--- src/rtl/sprite_color_quantizer.sv ---
// sprite_color_quantizer: maps an RGB444 pixel to the nearest entry of the
// fixed 16-entry sprite palette, testing one entry per clock.
module sprite_color_quantizer (
    input  logic        Clk,
    input  logic        Reset_n,
    input  logic        in_valid,
    output logic        in_ready,
    input  logic [11:0] in_rgb,
    output logic        out_valid,
    input  logic        out_ready,
    output logic [3:0]  out_index,
    output logic [5:0]  out_dist,
    output logic        out_exact,
    output logic        out_transparent
);

    typedef enum logic [1:0] {
        IDLE,
        SEARCH,
        DONE
    } state_t;

    state_t      state_q;
    logic [11:0] pixel_q;
    logic [3:0]  entry_q;
    logic [5:0]  bestDist_q;
    logic [3:0]  bestIdx_q;
    logic        inReady_q;
    logic        outValid_q;
    logic [3:0]  outIndex_q;
    logic [5:0]  outDist_q;
    logic        outExact_q;
    logic        outTransparent_q;

    logic [11:0] paletteColor;
    logic [3:0]  diffR;
    logic [3:0]  diffG;
    logic [3:0]  diffB;
    logic [5:0]  entryDist;
    logic [5:0]  bestDist_d;
    logic [3:0]  bestIdx_d;

    // Absolute difference of two 4-bit channel values.
    function automatic logic [3:0] absDiff(input logic [3:0] a, input logic [3:0] b);
        return (a >= b) ? (a - b) : (b - a);
    endfunction

    // Fixed palette ROM, entry 0 is the magenta transparency key.
    always_comb begin
        paletteColor = 12'hF0F;
        case (entry_q)
            4'd0:  paletteColor = 12'hF0F;
            4'd1:  paletteColor = 12'h915;
            4'd2:  paletteColor = 12'hD87;
            4'd3:  paletteColor = 12'h954;
            4'd4:  paletteColor = 12'h102;
            4'd5:  paletteColor = 12'hC1B;
            4'd6:  paletteColor = 12'hE9E;
            4'd7:  paletteColor = 12'h415;
            4'd8:  paletteColor = 12'h901;
            4'd9:  paletteColor = 12'h43A;
            4'd10: paletteColor = 12'hEB9;
            4'd11: paletteColor = 12'h733;
            4'd12: paletteColor = 12'hE1D;
            4'd13: paletteColor = 12'h521;
            4'd14: paletteColor = 12'hB76;
            4'd15: paletteColor = 12'hA18;
            default: paletteColor = 12'hF0F;
        endcase
    end

    // Manhattan distance to the current entry; strict compare keeps the lower index on ties.
    always_comb begin
        diffR     = absDiff(pixel_q[11:8], paletteColor[11:8]);
        diffG     = absDiff(pixel_q[7:4],  paletteColor[7:4]);
        diffB     = absDiff(pixel_q[3:0],  paletteColor[3:0]);
        entryDist = {2'b00, diffR} + {2'b00, diffG} + {2'b00, diffB};
        bestDist_d = bestDist_q;
        bestIdx_d  = bestIdx_q;
        if (entryDist < bestDist_q) begin
            bestDist_d = entryDist;
            bestIdx_d  = entry_q;
        end
    end

    // Control FSM with all handshake and result outputs registered.
    always_ff @(posedge Clk or negedge Reset_n) begin
        if (!Reset_n) begin
            state_q          <= IDLE;
            pixel_q          <= '0;
            entry_q          <= '0;
            bestDist_q       <= '0;
            bestIdx_q        <= '0;
            inReady_q        <= 1'b1;
            outValid_q       <= 1'b0;
            outIndex_q       <= '0;
            outDist_q        <= '0;
            outExact_q       <= 1'b0;
            outTransparent_q <= 1'b0;
        end else begin
            case (state_q)
                IDLE: begin
                    if (in_valid) begin
                        pixel_q    <= in_rgb;
                        entry_q    <= '0;
                        bestDist_q <= 6'd63;
                        bestIdx_q  <= '0;
                        inReady_q  <= 1'b0;
                        state_q    <= SEARCH;
                    end
                end
                SEARCH: begin
                    bestDist_q <= bestDist_d;
                    bestIdx_q  <= bestIdx_d;
                    if ((entryDist == 6'd0) || (entry_q == 4'd15)) begin
                        outValid_q       <= 1'b1;
                        outIndex_q       <= bestIdx_d;
                        outDist_q        <= bestDist_d;
                        outExact_q       <= (bestDist_d == 6'd0);
                        outTransparent_q <= (bestIdx_d == 4'd0);
                        state_q          <= DONE;
                    end else begin
                        entry_q <= entry_q + 4'd1;
                    end
                end
                DONE: begin
                    if (out_ready) begin
                        outValid_q <= 1'b0;
                        inReady_q  <= 1'b1;
                        state_q    <= IDLE;
                    end
                end
                default: begin
                    state_q <= IDLE;
                end
            endcase
        end
    end

    assign in_ready        = inReady_q;
    assign out_valid       = outValid_q;
    assign out_index       = outIndex_q;
    assign out_dist        = outDist_q;
    assign out_exact       = outExact_q;
    assign out_transparent = outTransparent_q;

endmodule
--- config.mk ---
export PLATFORM = sky130hd
export DESIGN_NAME = sprite_color_quantizer
export DESIGN_NICKNAME = d
export VERILOG_FILES = /design/src/rtl/sprite_color_quantizer.sv
export SDC_FILE = /design/constraint.sdc
export NUM_CORES = 1
export LEC_CHECK = 0
export CORE_ASPECT_RATIO = 1.1
export CORE_UTILIZATION = 55
export CTS_BUF_LIST = sky130_fd_sc_hd__clkbuf_8
export DETAILED_ROUTE_END_ITERATION = 10
export PLACE_DENSITY = 0.84
export SYNTH_ARGS = -nofsm -noshare
export SYNTH_HDL_FRONTEND = slang
export SYNTH_SLANG_ARGS = --single-unit
--- constraint.sdc ---
create_clock -name Clk -period 6 [get_ports Clk]
set_input_delay 1.2 -clock Clk [delete_from_list [all_inputs] [get_ports Clk]]
set_output_delay 1.2 -clock Clk [all_outputs]
set_load 0.01 [all_outputs]
## Word level (Yosys, flattened, before mapping)

Memory sizes are Yosys's and may differ from the RTL's.
Cells that the tools add are included.

- Register bits: 42
- Memory bits (read-only): 192
- Word-level logic and storage cells: 68
- Memories: 1

Memories:

| memory | words | bits a word | rd ports | clocked after memory_dff | wr ports | RTL line | RTL |
|---|---|---|---|---|---|---|---|
| (no name shown) | 16 | 12 | 1 | 0 | 0 | 51 | `case (entry_q)` |

- $add $sub $neg: 9
- Magnitude comparators: 4
- Eq/ne operators: 7
- Mux-type cells: 21
- Reduce and logical (&&, ||, !) cells: 15

Operator list:

| operator | number |
|---|---|
| two-way mux 4 bit | 6 |
| subtractor 4 bit | 6 |
| case mux 4 bit (2 select lines) | 2 |
| >= comparator 4 bit | 3 |
| zero test 6 bit | 2 |
| two-way mux 6 bit | 2 |
| case mux 6 bit (2 select lines) | 1 |
| AND reduction 3 bit | 4 |
| != test 2 bit (second input constant) | 4 |
| adder 5 x 4 -> 6 bit | 1 |
| < comparator 6 bit | 1 |
| two-way mux 2 bit | 3 |
| case mux 2 bit (3 select lines) | 1 |
| AND reduction 2 bit | 3 |
| nonzero test 2 bit | 3 |
| adder 4 x 4 -> 5 bit | 1 |
| adder 4 x 1 -> 4 bit (second input constant) | 1 |
| equality test 4 bit (second input constant) | 1 |
| zero test 4 bit | 1 |
| two-way mux 1 bit | 4 |
| case mux 1 bit (2 select lines) | 2 |
| equality test 2 x 1 -> 1 bit (second input constant) | 1 |
| equality test 2 bit (second input constant) | 1 |
| zero test 2 bit | 1 |
| logical OR 1 bit | 1 |

## Longest topological paths before layout

Gate-level depths: netlist of run 1.
An unclocked memory read counts as a cell.

- Depth after elaboration: 9
- Mapped depth: 29
- Mapped depth without buffers: 27

## Worst setup path before layout of run 1

OpenSTA, ideal clock, no wires.

- Kind: register -> register
- Start: reg entry_q[0]
- End: reg outDist_q[5], in the netlist out_dist[5]
- Setup time: 0.081 ns
- Data arrival time: 5.728 ns
- Data required time: 5.919 ns
- Setup slack: 0.191 ns
- Cell stages (with the launch flop): 28
- Clock period less this slack: 5.809 ns
- Path through: dfrtp_1 -> clkbuf_1 -> inv_1 -> ha_1 -> inv_1 -> nand2_1 -> nand3_1 -> o21ai_0 -> ha_1 -> inv_1 -> fa_1 -> a21o_1 -> a21o_1 -> a21oi_1 -> mux2i_1 -> xor2_1 -> fa_1 -> inv_1 -> ha_1 -> and3_1 -> nor3_1 -> nor2_1 -> ha_1 -> nand4_1 -> o21ai_2 -> buf_2 -> nand2_1 -> a31oi_2

- Word-level cells in the longest chain between the ends: 8
- Elaborated cells on any way between the ends: 21
- Those cells by class: add/sub (8); order compare (4); eq/ne (1); mux (4); reduce/logical (3); memory (1)

RTL lines:

| what | RTL line | RTL |
|---|---|---|
| start, declared | 25 | `logic [3:0] entry_q;` |
| start signal, assigned | 123 | `entry_q <= entry_q + 4'd1;` |
| branches (longest 8 deep; another with memory read (16 x 12 bit)) | -- |  |
| end signal, assigned | 118 | `outDist_q <= bestDist_d;` |
| end, declared | 31 | `logic [5:0] outDist_q;` |

Parallel ways; which one is timed is not known.
A chain may end at the register's enable or synchronous reset.

## Worst setup path in the final report of run 1

- Start: reg entry_q[0]
- End: reg outExact_q, in the netlist out_exact

- Word-level cells in the longest chain between the ends: 8
- Elaborated cells on any way between the ends: 22
- Those cells by class: add/sub (8); order compare (4); eq/ne (1); mux (4); reduce/logical (4); memory (1)

RTL lines:

| what | RTL line | RTL |
|---|---|---|
| memory read (16 x 12 bit) | -- |  |
| subtractor 4 bit or >= comparator 4 bit (tied branches) | 45 | `return (a >= b) ? (a - b) : (b - a);` |
| two-way mux 4 bit | 45 |  |
| adder 4 x 4 -> 5 bit | 77 | `entryDist = {2'b00, diffR} + {2'b00, diffG} + {2'b00, diffB};` |
| adder 5 x 4 -> 6 bit | 77 |  |
| < comparator 6 bit or zero test 6 bit (tied branches) | 80, 115 |  |
| two-way mux 6 bit or logical OR 1 bit (tied branches) | 80, 115 |  |
| zero test 6 bit or AND reduction 2 bit (tied branches) | -- |  |
| end signal, assigned | 119 | `outExact_q <= (bestDist_d == 6'd0);` |
| end, declared | 32 | `logic outExact_q;` |

Several ways; a longest one is shown, not always the timed one.

==> key figures, run 1 <==
Logic synthesis
  • Compound-gate portion of the synthesized area: 0.220
  • Count of flip-flops with a built-in enable after synthesis: 0
  • Largest area contributor in the synthesized netlist: dfrtp_1
  • Seq cells post-synth: 42
  • Mapped Area: 0.00347 mm²
  • Post-Synth Simple-Gate Area: 0.123
  • Net Count, Synth: around 450
  • Main combinational cell family by area after synthesis: compound AO/OA/AOI/OAI gates
  • Syn avg cell area: 9.08 µm²
  • Post-synthesis mux area share: 0.0566
  • Sequential fraction of the synthesis area: 0.303
  • Most frequent cells after synthesis: 50 x nand2_1, 49 x inv_1, 41 x dfrtp_1, 39 x ha_1, 22 x o21ai_0
  • Top cells by area, synth: dfrtp_1 30%, ha_1 14%, fa_1 6.3%
  • Synth async-reset ratio: 1.00
  • Post-synthesis xor/xnor area fraction: 0.0198
  • Post-Synth Adder-Cell Area: 0.204
  • Ys flop type: dfrtp_1
  • Synth Instances: roughly 380
  • Share of the synthesized area in the top cell type: 0.296
  • YS warnings: 0
  • Count leader, synth: nand2_1
  • Distinct cells, synth: 53

Floorplanning
  • Die height: between 80 and 90 µm
  • Starting Density: 0.587
  • Rows: 29
  • Core box area: 0.00591 mm²
  • Die Span X: ~78 µm
  • # IOs: 30
  • Die area: around 0.0066 mm²

Run status
  • Outcome: completed

STA
  • Setup Viol. Count Final: 0
  • Fin worst setup slack: between 0.2 and 0.3 ns
  • Clock skew: ~0.0047 ns
  • F_max: around 170 MHz
  • Hold Violations, Final: 0
  • Period utilisation layout: 0.957
  • WHS: between 0.4 and 0.5 ns
  • Max-slew headroom: 0.371
  • Min cycle time layout: about 5.7 ns
  • Max-slew violation count: 0
  • Worst-Margin Slew: between 0.9 and 1 ns

Finish
  • Area of the multi-input gates: roughly 0.0023 mm²
  • Diodes inserted: 0
  • Final net count: slightly below 500
  • Reg area: between 0.001 and 0.0015 mm²
  • Layout cells sized above 1: 0.141
  • Area Overhead vs Synth: 17.9%
  • Core Util, Final: 0.691
  • Fillers: 440
  • Final instance area: just over 0.004 mm²

Critical path
  • CP bufs+invs: 4
  • Setup crit end kind: register
  • Slowest Stage Delay on Critical Path: 0.51 ns
  • Critical path class: register to register
  • CP startpoint kind: register
  • Reg-to-reg startpoint: entry_q[0]
  • CP top delay family: adder cells
  • R2R depth: 23
  • Slowest-stage cell, CP: fa_1
  • Worst Path Arrival: between 5 and 6 ns
  • R2r setup slk: between 0.2 and 0.3 ns
  • Critical R2R Capture: out_exact
  • CP Cell Sequence: inv_1 > ha_1 > a211oi_1 > a31o_2 > ha_1 > inv_1 > fa_1 > a21o_1 > a21o_1 > a21oi_4 > mux2i_1 > xor2_1 > fa_1 > fa_1 > xor2_2 > inv_1 > ha_1 > a21oi_1 > o21a_1 > o21ai_2 > buf_12 > a221oi_4 > o2bb2ai_1
  • Req. time, crit path: 6.22 ns
  • CP Capture Point: out_exact
  • Crit. path cell count: 23
  • Top fanout value on the critical path: 18
  • Worst setup path start: entry_q[0]

Placement
  • Final Wtd Congestion: a little under 1
  • PortBufs: 29
  • Worst slack, placed: -0.0275 ns
  • Placed Area: approximately 0.0039 mm²
  • HPWL after DPL: between 5000 and 6000 µm

Global route
  • Initial antenna violation count: 0
  • Total grt overflow: 0
  • Vias in the first global route: just over 3000
  • First-pass GRT wire length: about 14000 µm
  • Pin count of the biggest net entering global routing: 43
  • Total global-route track usage: 0.262

Route
  • Iter 0 DRT Violations: 150
  • ANT nets after route: 0
  • Initial DRT Pass Iterations: 4
  • WL per Instance: ~16 µm
  • Routed vias: approximately 2900
  • Vias per cell: approximately 5.9
  • DRC viols: 0
  • Final WL: 8090 µm

CTS
  • # H-tree levels: 2
  • CTS tree: done
  • Root Buffer: clkbuf_8
  • Total CTS buffers: 5
  • Clock Sinks: 42
  • Clk pin slew, worst setup/hold paths: 0.08 ns
  • Worst-skew pair later-pin latency: ~0.3 ns
  • Clk buf depth: 2
  • Hold buffers post-CTS: 0

Run
  • Maxcap violations: 0

Min path
  • Min-delay worst type: register to register
  • Worst Hold Launch: out_valid
==> worst reg2reg max path: stages (launching register included) <==
cell and delay (ns):
dfrtp_1 0.36, inv_1 0.08, ha_1 0.28, a211oi_1 0.30, a31o_2 0.18, ha_1 0.15, inv_1 0.06, fa_1 0.39
a21o_1 0.17, a21o_1 0.21, a21oi_4 0.21, mux2i_1 0.26, xor2_1 0.28, fa_1 0.51, fa_1 0.49, xor2_2 0.23
inv_1 0.10, ha_1 0.30, a21oi_1 0.27, o21a_1 0.19, o21ai_2 0.08, buf_12 0.16, a221oi_4 0.27, o2bb2ai_1 0.15
==> sequential cells by signal, summed over array words and instances (netlist names) <==
register,count
pixel_q,12
state_q,2
out_transparent,1
out_exact,1
bestDist_q,6
out_valid,1
out_dist,6
out_index,4
entry_q,4
bestIdx_q,4
in_ready,1
==> metal layers <==
metal  vias up  wire, µm  global-route usage
li1       1390         -                   -
met1      1401      3350               0.308
met2        97      4220               0.475
met3        16       367              0.0430
met4         0       153               0.103
met5         -         0                   0
==> cell families after synthesis <==
family,after synthesis
compound gates,105
simple gates,96
buf+inv,63
fa+ha+maj,50
flops,42
mux,19
xor+xnor,7
==> worst min path at each step <==
stage,slack (ns),cells past startpoint,to
2_1_floorplan,0.49,1,pixel_q[11]
3_5_place_dp,0.47,1,out_valid
5_1_grt,0.52,1,out_valid
4_1_cts,0.49,1,out_valid
3_3_place_gp,0.46,1,out_valid
6_report,0.49,1,out_valid
==> through the flow <==
stage / instances / setup TNS, ns
after floorplan: 382 / 0
after global placement: 486 / 0
after detailed placement: 486 / -0.0275
after CTS: 494 / 0
after global routing: 495 / -0.0356
final: 495 / 0
==> area by class of cell <==
class / instances / share of cell area
clock inverter: 3 / 0.0101
sequential: 42 / 0.257
inverter: 51 / 0.0468
clock buffer: 5 / 0.0168
multi-input combinational: 277 / 0.552
timing repair buffer: 40 / 0.0930
tap: 77 / 0.0236
==> cell usage in the layout (no fill, tap or decap), drive strengths merged, types with 10 or more instances in the layout <==
cell type,Yosys,final
buf,5,12
a21oi,19,19
nand2,50,50
inv,51,52
mux2i,14,14
a21o,15,15
nand3,11,11
nor3,14,14
ha,39,39
fa,11,11
o21ai,27,27
nor2,10,10
clkdlybuf4s50,0,28
dfrtp,41,41
==> what timing repair did <==
action	CTS	global route
setup endpoints to repair	5	18
buffers inserted	0	1
cloned	0	0
pin swaps	0	3
resized for setup	5	16
Power of run 1 is left out: the tool's default activity adds up to more than one toggle a clock period on the data nets, which glitch-free logic cannot reach.
==> run 2, diff against run 1 <==
--- a/config.mk
+++ b/config.mk
@@ -5,6 +5,7 @@
 export SDC_FILE = /design/constraint.sdc
 export NUM_CORES = 1
 export LEC_CHECK = 0
+export ABC_CLOCK_PERIOD_IN_PS = 6000
 export CORE_ASPECT_RATIO = 1.1
 export CORE_UTILIZATION = 55
 export CTS_BUF_LIST = sky130_fd_sc_hd__clkbuf_8
==> results of run 2 <==
Same layout as run 1: the final DEF is identical, and so are final timing and power.
Power of run 2 is left out for the same reason.
==> run 3, diff against run 2 <==
--- a/config.mk
+++ b/config.mk
@@ -6,8 +6,10 @@
 export NUM_CORES = 1
 export LEC_CHECK = 0
 export ABC_CLOCK_PERIOD_IN_PS = 6000
+export CELL_PAD_IN_SITES_DETAIL_PLACEMENT = 1
+export CELL_PAD_IN_SITES_GLOBAL_PLACEMENT = 1
 export CORE_ASPECT_RATIO = 1.1
-export CORE_UTILIZATION = 55
+export CORE_UTILIZATION = 42
 export CTS_BUF_LIST = sky130_fd_sc_hd__clkbuf_8
 export DETAILED_ROUTE_END_ITERATION = 10
 export PLACE_DENSITY = 0.84
==> run 3 against run 2 <==
Against the previous run: design area is 3.2% higher; critical endpoint unchanged; highest routed layer unchanged; utilization fell by 16 points; largest cell class unchanged; global-route usage decreased by 3.0 points.
==> key figures, run 3 (synthesis gave the netlist of run 1 again) <==
Run status
  • Outcome: completed

Placement
  • HPWL after DPL: about 7400 µm
  • PortBufs: 29
  • Final Wtd Congestion: between 0.8 and 0.9

Floorplanning
  • Core box area: 0.00796 mm²
  • Rows: 34
  • Die Span X: approximately 89 µm
  • Die area: approximately 0.0086 mm²
  • Die height: about 97 µm
  • # IOs: 30
  • Starting Density: 0.436

Global route
  • First-pass GRT wire length: 15500 µm
  • Total global-route track usage: 0.232
  • Vias in the first global route: 3266
  • Total grt overflow: 0
  • Initial antenna violation count: 0
  • Pin count of the biggest net entering global routing: 43

Route
  • DRC viols: 0
  • WL met1: 3790 µm
  • Met2 WL post-DR: between 5000 and 6000 µm
  • Iter 0 DRT Violations: a little over 90
  • DR top layer: met4
  • ANT nets after route: 0
  • Final WL: about 9600 µm
  • DR WL met3: 286 µm
  • Initial DRT Pass Iterations: 4
  • WL per Instance: 17.9 µm
  • Vias per cell: about 5.5
  • Routed vias: just under 3000

Critical path
  • R2r setup slk: around 0.14 ns
  • CP bufs+invs: 4
  • Worst Path Arrival: around 6 ns
  • Slowest Stage Delay on Critical Path: about 0.45 ns
  • Critical path class: register to register
  • Slowest-stage cell, CP: fa_1
  • Setup crit end kind: register
  • CP top delay family: compound AO/OA/AOI/OAI gates
  • Req. time, crit path: 6.22 ns
  • Top fanout value on the critical path: 18
  • CP startpoint kind: register

Finish
  • Most common cell after layout, fill and taps aside: nand2_1
  • Largest Register: pixel_q
  • Layout cells sized above 1: 0.178
  • Fillers: roughly 940
  • Area Overhead vs Synth: 21.6%
  • Final net count: between 400 and 500
  • Diodes inserted: 0
  • Max FFs per register: 12
  • Commonest cells after routing, fill and taps aside: 50 x nand2_1, 48 x inv_1, 40 x dfrtp_1

CTS
  • # H-tree levels: 2
  • Clk buf depth: 2
  • Clk pin slew, worst setup/hold paths: approximately 0.09 ns
  • Hold buffers post-CTS: 0
  • Total CTS buffers: 5
  • Clock Sinks: 42
  • Root Buffer: clkbuf_8
  • CTS tree: done
  • Worst-skew pair later-pin latency: around 0.30 ns

STA
  • Max-slew violation count: 0
  • Sum Neg Setup Slack: 0 ns
  • Clock skew: approximately 0.0027 ns
  • Setup Viol. Count Final: 0
  • F_max: ~170 MHz
  • Hold Violations, Final: 0
  • Worst-Margin Slew: slightly below 1 ns
  • Max-slew headroom: 0.354
  • Min cycle time layout: roughly 5.9 ns
  • Period utilisation layout: 0.977

Min path
  • Min-delay worst type: register to register

Run
  • Maxcap violations: 0
[run 3: cell count changes in the layout (fill, tap and decap cells not counted), sizes merged]
cell      previous run  this run
bufinv               1         0
buf                 12        21
inv                 52        50
clkbuf               5         6
clkinv               0         1
clkinvlp             1         2
[run 3: layout make-up]
type	instances	area, µm²	area share
clock buffers	6	82.6	0.0196
inverters	51	195	0.0463
repair buffers	49	443	0.105
multi-input cells	277	2300	0.544
well taps	108	135	0.0320
flip-flops and latches	42	1050	0.250
clock inverters	2	12.5	0.00297
[run 3: worst paths after layout]
path | cells after the start | from | endpoint
setup / recovery | 25 | entry_q[1] | out_exact
hold / removal | 1 | out_valid | out_valid
min in group asynchronous | 1 | Reset_n | out_dist[3]
setup reg to reg | 25 | entry_q[1] | out_exact
max in group asynchronous | 1 | Reset_n | entry_q[3]
hold reg to reg | 1 | out_valid | out_valid
[run 3: repair_timing]
item                       4_1_cts  5_1_grt
pin swaps                        1        9
resized for setup               10       23
setup endpoints to repair       22       22
setup buffers                    0        5
[run 3: stage by stage]
stage           util  std cells  area [µm²]  hold slack, ns  setup slack, ns
2_1_floorplan      -        382        3470           0.486            0.191
3_3_place_gp   0.495        522        3940           0.460            0.128
3_5_place_dp   0.495        522        3940           0.468           -0.283
4_1_cts        0.511        530        4070           0.489           0.0820
5_1_grt        0.530        535        4220           0.499          -0.0855
6_report       0.530        535        4220           0.484            0.137
[run 3: layer usage]
layer	GRT usage	up-vias
li1	-	1410
met1	0.261	1435
met3	0.0357	25
met2	0.439	71
met4	0.0608	0
met5	0	-
[run 3: worst register-to-register path: cells and delay by family, from the launching register on]
kind | cells | cell delay (ns)
AOI/OAI and AO/OA | 10 | 2.15
xor gates and xnor gates | 1 | 0.28
adders and majority gates | 6 | 2.01
buffers and inverters | 4 | 0.29
DFF | 1 | 0.37
muxes | 1 | 0.26
and+or+nand+nor | 3 | 0.43
Power of run 3 is left out for the same reason.
